--- src/rtl/vector_sweep_ctrl.sv ---
// Exhaustive stimulus sequencer: steps vec_out through every input pattern, waits a
// settle time, then hands each (vector, response) record to a logger via valid/ready.
module vector_sweep_ctrl #(
    parameter int N_IN   = 6,
    parameter int N_OUT  = 1,
    parameter int SETTLE = 1
) (
    input  logic              CK,
    input  logic              reset,
    input  logic              start,
    input  logic              abort,
    output logic [N_IN-1:0]   vec_out,
    input  logic [N_OUT-1:0]  dut_out,
    output logic              rec_valid,
    input  logic              rec_ready,
    output logic [N_IN-1:0]   rec_vec,
    output logic [N_OUT-1:0]  rec_resp,
    output logic              busy,
    output logic              done,
    output logic [N_IN:0]     resp_ones
);

    typedef enum logic [1:0] {
        ST_IDLE,
        ST_SETTLE,
        ST_EMIT,
        ST_DONE
    } state_t;

    localparam logic [7:0]      SETTLE_INIT = 8'(SETTLE - 1);
    localparam logic [N_IN-1:0] VEC_LAST    = '1;
    localparam logic [N_IN-1:0] VEC_ONE     = 1;
    localparam logic [N_IN:0]   ONES_ONE    = 1;

    state_t            state, state_n;
    logic [7:0]        cnt, cnt_n;
    logic [N_IN-1:0]   vec_n, rec_vec_n;
    logic [N_OUT-1:0]  rec_resp_n;
    logic              rec_valid_n;
    logic [N_IN:0]     resp_ones_n;

    always_ff @(posedge CK) begin
        if (!reset) begin
            state     <= ST_IDLE;
            cnt       <= '0;
            vec_out   <= '0;
            rec_valid <= 1'b0;
            rec_vec   <= '0;
            rec_resp  <= '0;
            resp_ones <= '0;
        end else begin
            state     <= state_n;
            cnt       <= cnt_n;
            vec_out   <= vec_n;
            rec_valid <= rec_valid_n;
            rec_vec   <= rec_vec_n;
            rec_resp  <= rec_resp_n;
            resp_ones <= resp_ones_n;
        end
    end

    always_comb begin
        state_n     = state;
        cnt_n       = cnt;
        vec_n       = vec_out;
        rec_valid_n = rec_valid;
        rec_vec_n   = rec_vec;
        rec_resp_n  = rec_resp;
        resp_ones_n = resp_ones;
        busy        = 1'b0;
        done        = 1'b0;

        case (state)
            ST_IDLE: begin
                if (start) begin
                    vec_n       = '0;
                    cnt_n       = SETTLE_INIT;
                    resp_ones_n = '0;
                    state_n     = ST_SETTLE;
                end
            end

            ST_SETTLE: begin
                busy = 1'b1;
                if (abort) begin
                    rec_valid_n = 1'b0;
                    vec_n       = '0;
                    state_n     = ST_IDLE;
                end else if (cnt == 8'd0) begin
                    rec_resp_n  = dut_out;
                    rec_vec_n   = vec_out;
                    rec_valid_n = 1'b1;
                    state_n     = ST_EMIT;
                end else begin
                    cnt_n = cnt - 8'd1;
                end
            end

            ST_EMIT: begin
                busy = 1'b1;
                // An accepted record is still counted when abort lands on the same edge.
                if (rec_valid && rec_ready) begin
                    rec_valid_n = 1'b0;
                    if (rec_resp != '0) begin
                        resp_ones_n = resp_ones + ONES_ONE;
                    end
                    if (vec_out == VEC_LAST) begin
                        state_n = ST_DONE;
                    end else begin
                        vec_n   = vec_out + VEC_ONE;
                        cnt_n   = SETTLE_INIT;
                        state_n = ST_SETTLE;
                    end
                end
                if (abort) begin
                    rec_valid_n = 1'b0;
                    vec_n       = '0;
                    state_n     = ST_IDLE;
                end
            end

            ST_DONE: begin
                done    = 1'b1;
                state_n = ST_IDLE;
            end

            default: begin
                state_n = ST_IDLE;
            end
        endcase
    end

endmodule

--- config.mk ---
export PLATFORM = sky130hd
export DESIGN_NAME = vector_sweep_ctrl
export DESIGN_NICKNAME = d
export VERILOG_FILES = /design/src/rtl/vector_sweep_ctrl.sv
export SDC_FILE = /design/constraint.sdc
export NUM_CORES = 1
export LEC_CHECK = 0
export BUFFER_PORTS_ARGS = -buffer_cell sky130_fd_sc_hd__buf_2
export CORE_UTILIZATION = 52
export DETAILED_ROUTE_END_ITERATION = 16
export GPL_TIMING_DRIVEN = 0
export HOLD_SLACK_MARGIN = 0.15
export PLACE_DENSITY = 0.74
export SLEW_MARGIN = 20
export SYNTH_ARGS = -nofsm -noshare
export SYNTH_HDL_FRONTEND = slang
export SYNTH_SLANG_ARGS = --single-unit
--- constraint.sdc ---
create_clock -name CK -period 2.6 [get_ports CK]
set_input_delay 0.13 -clock CK [delete_from_list [all_inputs] [get_ports CK]]
set_output_delay 0.13 -clock CK [all_outputs]
set_load 0.05 [all_outputs]
Word level (Yosys, flattened, before mapping)
Cells that the tools add are included.

Register bits: 31. Bits in latches: 0. Bits in writable memories: 0. Bits in read-only memories: 0. Input bits: 6. Output and inout bits: 23. Logic and storage cells: 68. Memories kept: 0.

Add/subtract/negate cells: 3. Multipliers: 0. Divide/modulo/power cells: 0. Order comparisons: 0. Eq/ne operators: 14. Shift-type cells: 0. Muxes and demuxes: 30. Bitwise logic cells: 1. Reductions and logical operators: 13.

Operators with widths (count): 8-bit 2-to-1 mux (5); 6-bit 2-to-1 mux (5); 8-bit one-hot mux with 3 select lines (1); 7-bit 2-to-1 mux (3); 6-bit one-hot mux with 3 select lines (1); 2-bit != test (second input constant) (7); 7-bit one-hot mux with 2 select lines (1); 2-bit 2-to-1 mux (6); 3-bit != test (second input constant) (3); 3-bit AND reduction (3); 8-bit zero test (1); 2-bit one-hot mux with 4 select lines (1); 8-bit by 1-bit subtractor with 8-bit output (second input constant) (1); 7-bit by 1-bit adder with 7-bit output (second input constant) (1); 6-bit by 1-bit adder with 6-bit output (second input constant) (1); 6-bit equality test (second input constant) (1); 1-bit 2-to-1 mux (6); 6-bit AND reduction (1); 5-bit AND reduction (1); 2-bit equality test (second input constant) (2); 4-bit AND reduction (1); 2-bit nonzero test (2); 3-bit nonzero test (1); 2-bit by 1-bit equality test with 1-bit output (second input constant) (1); other kinds (5) (5).

Depth between registers and ports, before layout
Depth in word-level cells: 5. Depth in mapped cells: 8. Mapped depth without buffers: 6.

Worst setup path after synthesis
Ideal clock, no wire load.

Path kind: reg-to-reg. Start point: register rec_valid. End point: register cnt[7]. Setup time: 0.122 ns. Arrival time: 1.741 ns. Data required time: 2.478 ns. Slack: 0.738 ns. Cell stages (with the launch flop): 5. Path buffers: 0. Period minus slack after synthesis: 1.862 ns. Cells stage by stage: dfxtp_1 -> nand2_4 -> a211oi_4 -> nand3_2 -> o311a_1.

Cells in the longest elaborated chain, start to end: 3.

Ends and longest elaborated chain: from (decl) (RTL line 14) `output logic rec_valid,`; from (signal assigned) (RTL line 55) `rec_valid <= rec_valid_n;`; 1-bit logical AND (RTL line 102) `if (rec_valid && rec_ready) begin`; 2-bit != test (no source line); 6-bit AND reduction (no source line); to (signal assigned) (RTL line 53) `cnt <= cnt_n;`; to (decl) (RTL line 36) `logic [7:0] cnt, cnt_n;`.

Every way passes these cells. A chain may end at the register's enable or synchronous reset.

Worst setup path in the final report
Start point: register state[0]. End point: register resp_ones[3].

Cells in the longest elaborated chain, start to end: 3. Elaborated cells on any way between the ends: 8. Classes of those cells: eq/ne (4); mux (1); reduce/logical (3).

Ends and longest elaborated chain: from (decl) (RTL line 35) `state_t state, state_n;`; from (signal assigned) (RTL line 52) `state <= state_n;`; 2-bit equality test / 2-bit zero test (equally long branches) (RTL line 73) `case (state)`; 2-bit != test (no source line) / 2-bit nonzero test (equally long branches); 4-bit AND reduction (no source line); to (signal assigned) (RTL line 58) `resp_ones <= resp_ones_n;`; to (decl) (RTL line 20) `output logic [N_IN:0] resp_ones`.

Parallel ways exist; a longest one is shown, timed or not.

==> results.yml <==
routing:
  wirelength_um: 4260
  drtAntennaViolNets: 0
  vias_per_cell: 5.90
  route.vias.total: 1671
  drt_iter0_drc: 85
  avgRoutedWirePerCell_um: 15.1
  drc: 0
  wl_met1_um: 2030
  dr.pass1.iters: 4
  top_layer: "met4"
  wl_met2_um: 1960
  met3_length_um: 210
yosys:
  syn_avg_cell_area_um2: 9.45
  synth_ff_type: "dfxtp_1"
  ys_seq_area_share_pct: 32.8
  syn_inst: 200
  synth-seq-cells: 31
  ys_warn_count: 0
  synth_fp_nets: 214
  netlist_area_mm2: 0.00189
  synth_cell_type_count: 56
  synth-edff-count: 0
  async_flop_share_pct: 0
grt:
  overflow: 0
  antenna_found_initial: 0
  grt_pass1_wl_um: 7130
  grt_usage_pct: 23.2
  grt_start_max_net_pins: 11
  grt_pass1_vias: 1511
floorplanning:
  initial_core_util_pct: 55.3
  core_area_mm2: 0.00342
  dieArea_mm2: 0.00388
  die_height_um: 62.3
  io_pins: 29
  die_w_um: 62.3
  rows: 21
timing:
  fin_crit_sh_pct: 79.1
  worstMarginPinSlew_ns: 0.559
  fin_setup_tns_ns: 0
  setup_violations: 0
  finalHoldViolations: 0
  grt_setup_unrepaired: "no"
  fin_skew_ns: 0.0106
  final_max_slew_viol_count: 0
  fin_crit_ns: 2.06
  fmax_ghz: 0.486
  maxSlewHeadroom_pct: 62.3
place:
  placed_cells: 273
  hpwlAfterDp_um: 2990
  gp_congestion: 0.838
  port_buffers: 27
critical_path:
  critPathCaptureType: "register"
  ff2ff_path_depth: 6
  r2r_start: "state[0]$_SDFFE_PN0P_"
  worstPathMaxFanout: 10
  crit_type: "register to register"
  r2r_setup_slack_ns: 0.54
  required_ns: 2.82
  critical_path_arrival_ns: 2.27
  r2r-end: "resp_ones[3]$_SDFFE_PN0P_"
  cp-start-kind: "register"
status:
  outcome: "complete, no violations"
cts:
  cts_made_buffers: 5
  clk_pin_slew_ns: 0.11
  cts.path.max_buffers: 2
  post_cts_resized: 0
  post-cts-setup-buffer-count: 0
  tritoncts: "done"
  h-tree-depth: 2
  cts.sinks: 31
  cts-root-buf: "clkbuf_4"
  worstSkewPairLatency_ns: 0.35
power:
  seqPwrFrac_pct: 45.9
  p_clk_share_pct: 25.4
  pwr_density_cell_mw_per_mm2: 519
  internal_power_mw: 0.707
  switching_share_pct: 36.8
  vdd_drop_max_v: 0.000373
  p_switching_mw: 0.412
  p_leak_nw: 0.941
  pwr-share-comb_pct: 28.8
layout:
  syn2layout_area_growth_pct: 14.0
  mostFrequentLayoutCell: "dfxtp_1"
  antenna_cells: 0
  fin_cells: 283
  drive_gt1_share_pct: 24.9
  layout_common_cells: "31 x dfxtp_1, 29 x buf_2, 18 x nor2_1"
  finalNetCount: 250
  fillCellCount: 309
min_path:
  worstHoldPathType: "input port to register"
  min-delay-start: "rec_ready"
  holdPathEnd: "rec_valid$_SDFFE_PN0P_"
  min_path_cells: 4
job:
  cap_violations: 0
## worst max-delay path by stage
stage	from	end	slack, ns	cells after the start
finish	state[0]$_SDFFE_PN0P_	resp_ones[3]$_SDFFE_PN0P_	0.54	6
CTS	state[0]$_SDFFE_PN0P_	resp_ones[3]$_SDFFE_PN0P_	0.53	6
global route	state[0]$_SDFFE_PN0P_	vec_out[2]$_SDFFE_PN0P_	0.42	7
global placement	state[0]$_SDFFE_PN0P_	vec_out[2]$_SDFFE_PN0P_	0.61	7
floorplan	rec_valid$_SDFFE_PN0P_	cnt[7]$_SDFFE_PN0P_	0.74	4
detailed placement	state[0]$_SDFFE_PN0P_	resp_ones[4]$_SDFFE_PN0P_	0.54	6
## timing repair
| item | in CTS | in global routing |
|---|---|---|
| hold buffers | 2 | 0 |
| hold endpoints to repair | 3 | 0 |
| endpoints found under the setup margin | 0 | 0 |
## power by group through the flow
stage / clock network [mW] / logic [mW] / registers [mW]
after floorplan: 0 / 0.232 / 0.541
after global placement: 0 / 0.312 / 0.523
after detailed placement: 0 / 0.316 / 0.523
after CTS: 0.286 / 0.321 / 0.512
after global routing: 0.309 / 0.349 / 0.515
final: 0.284 / 0.322 / 0.513
## metrics by stage
| step | power (mW) | instance area, µm² | hold slack, ns | setup WS [ns] | utilization (%) |
|---|---|---|---|---|---|
| 6_report | 1.12 | 2150 | 0.167 | 0.543 | 63.1 |
| 3_3_place_gp | 0.835 | 2080 | 0.375 | 0.611 | 61.0 |
| 3_5_place_dp | 0.839 | 2080 | 0.375 | 0.539 | 61.0 |
| 4_1_cts | 1.12 | 2150 | 0.164 | 0.527 | 63.1 |
| 5_1_grt | 1.17 | 2150 | 0.178 | 0.420 | 63.1 |
| 2_1_floorplan | 0.773 | 1890 | 0.219 | 0.738 | - |
## state kept, by name, summed over array words and instances (netlist names)
register,count
cnt,8
resp_ones,7
rec_vec,6
vec_out,6
state,2
rec_resp,1
rec_valid,1
## cells in the mapped netlist (2+ instances only)
| cell | number | area share, % |
|---|---|---|
| a211oi_1 | 6 | 2.4 |
| o31ai_1 | 3 | 1.2 |
| inv_1 | 11 | 2.2 |
| o21ai_0 | 4 | 1.1 |
| dfxtp_1 | 31 | 33 |
| ha_1 | 8 | 5.3 |
| and4_1 | 2 | 0.93 |
| a21oi_1 | 11 | 2.9 |
| nand3_2 | 2 | 1.1 |
| nor2b_1 | 2 | 0.66 |
| nand3_1 | 7 | 1.9 |
| nor4_1 | 5 | 1.7 |
| mux2i_1 | 14 | 7.4 |
| nand2b_1 | 5 | 1.7 |
| a211o_1 | 2 | 0.93 |
| and3_1 | 2 | 0.66 |
| xnor2_1 | 5 | 2.3 |
| buf_2 | 2 | 0.53 |
| buf_4 | 2 | 0.79 |
| clkbuf_1 | 3 | 0.60 |
| nand4_1 | 6 | 2.0 |
| o221a_2 | 2 | 1.2 |
| and2_1 | 2 | 0.66 |
| nor3_1 | 2 | 0.53 |
| a2111oi_4 | 2 | 2.9 |
| nor2_1 | 18 | 3.6 |
| nand2_1 | 12 | 2.4 |
## final cells by class
cell class,instances,area [µm²],share of cell area (%)
Multi-Input combinational cell,151,1190,55.3
Sequential cell,31,621,28.8
Timing Repair Buffer,29,155,7.20
Tap cell,46,57.6,2.67
Inverter,11,41.3,1.92
Clock buffer,5,37.5,1.74
Buffer,7,36.3,1.68
Clock inverter,3,15.0,0.697
## per-layer routing
| metal | global-route usage (%) | vias to the layer above |
|---|---|---|
| li1 | - | 823 |
| met5 | 0 | - |
| met1 | 31.2 | 797 |
| met3 | 4.96 | 8 |
| met2 | 35.7 | 43 |
| met4 | 10.2 | 0 |
## cells by family after synthesis
group                    synth area share, %
XOR/XNOR                                2.32
buffers and inverters                   4.11
flip-flops                              32.8
AND/OR/NAND/NOR                         25.0
AO/OA/AOI/OAI                           23.0
multiplexers                            7.42
adder cells (fa/ha/maj)                 5.30
## critical path: stages, from the launching register on
cell and delay (ns):
dfxtp_1 0.40, inv_1 0.08, ha_1 0.26, buf_4 0.20, nand2b_1 0.32, o21ai_0 0.55, nor2_1 0.11
Note: power is estimated with default switching activity, not from simulation.
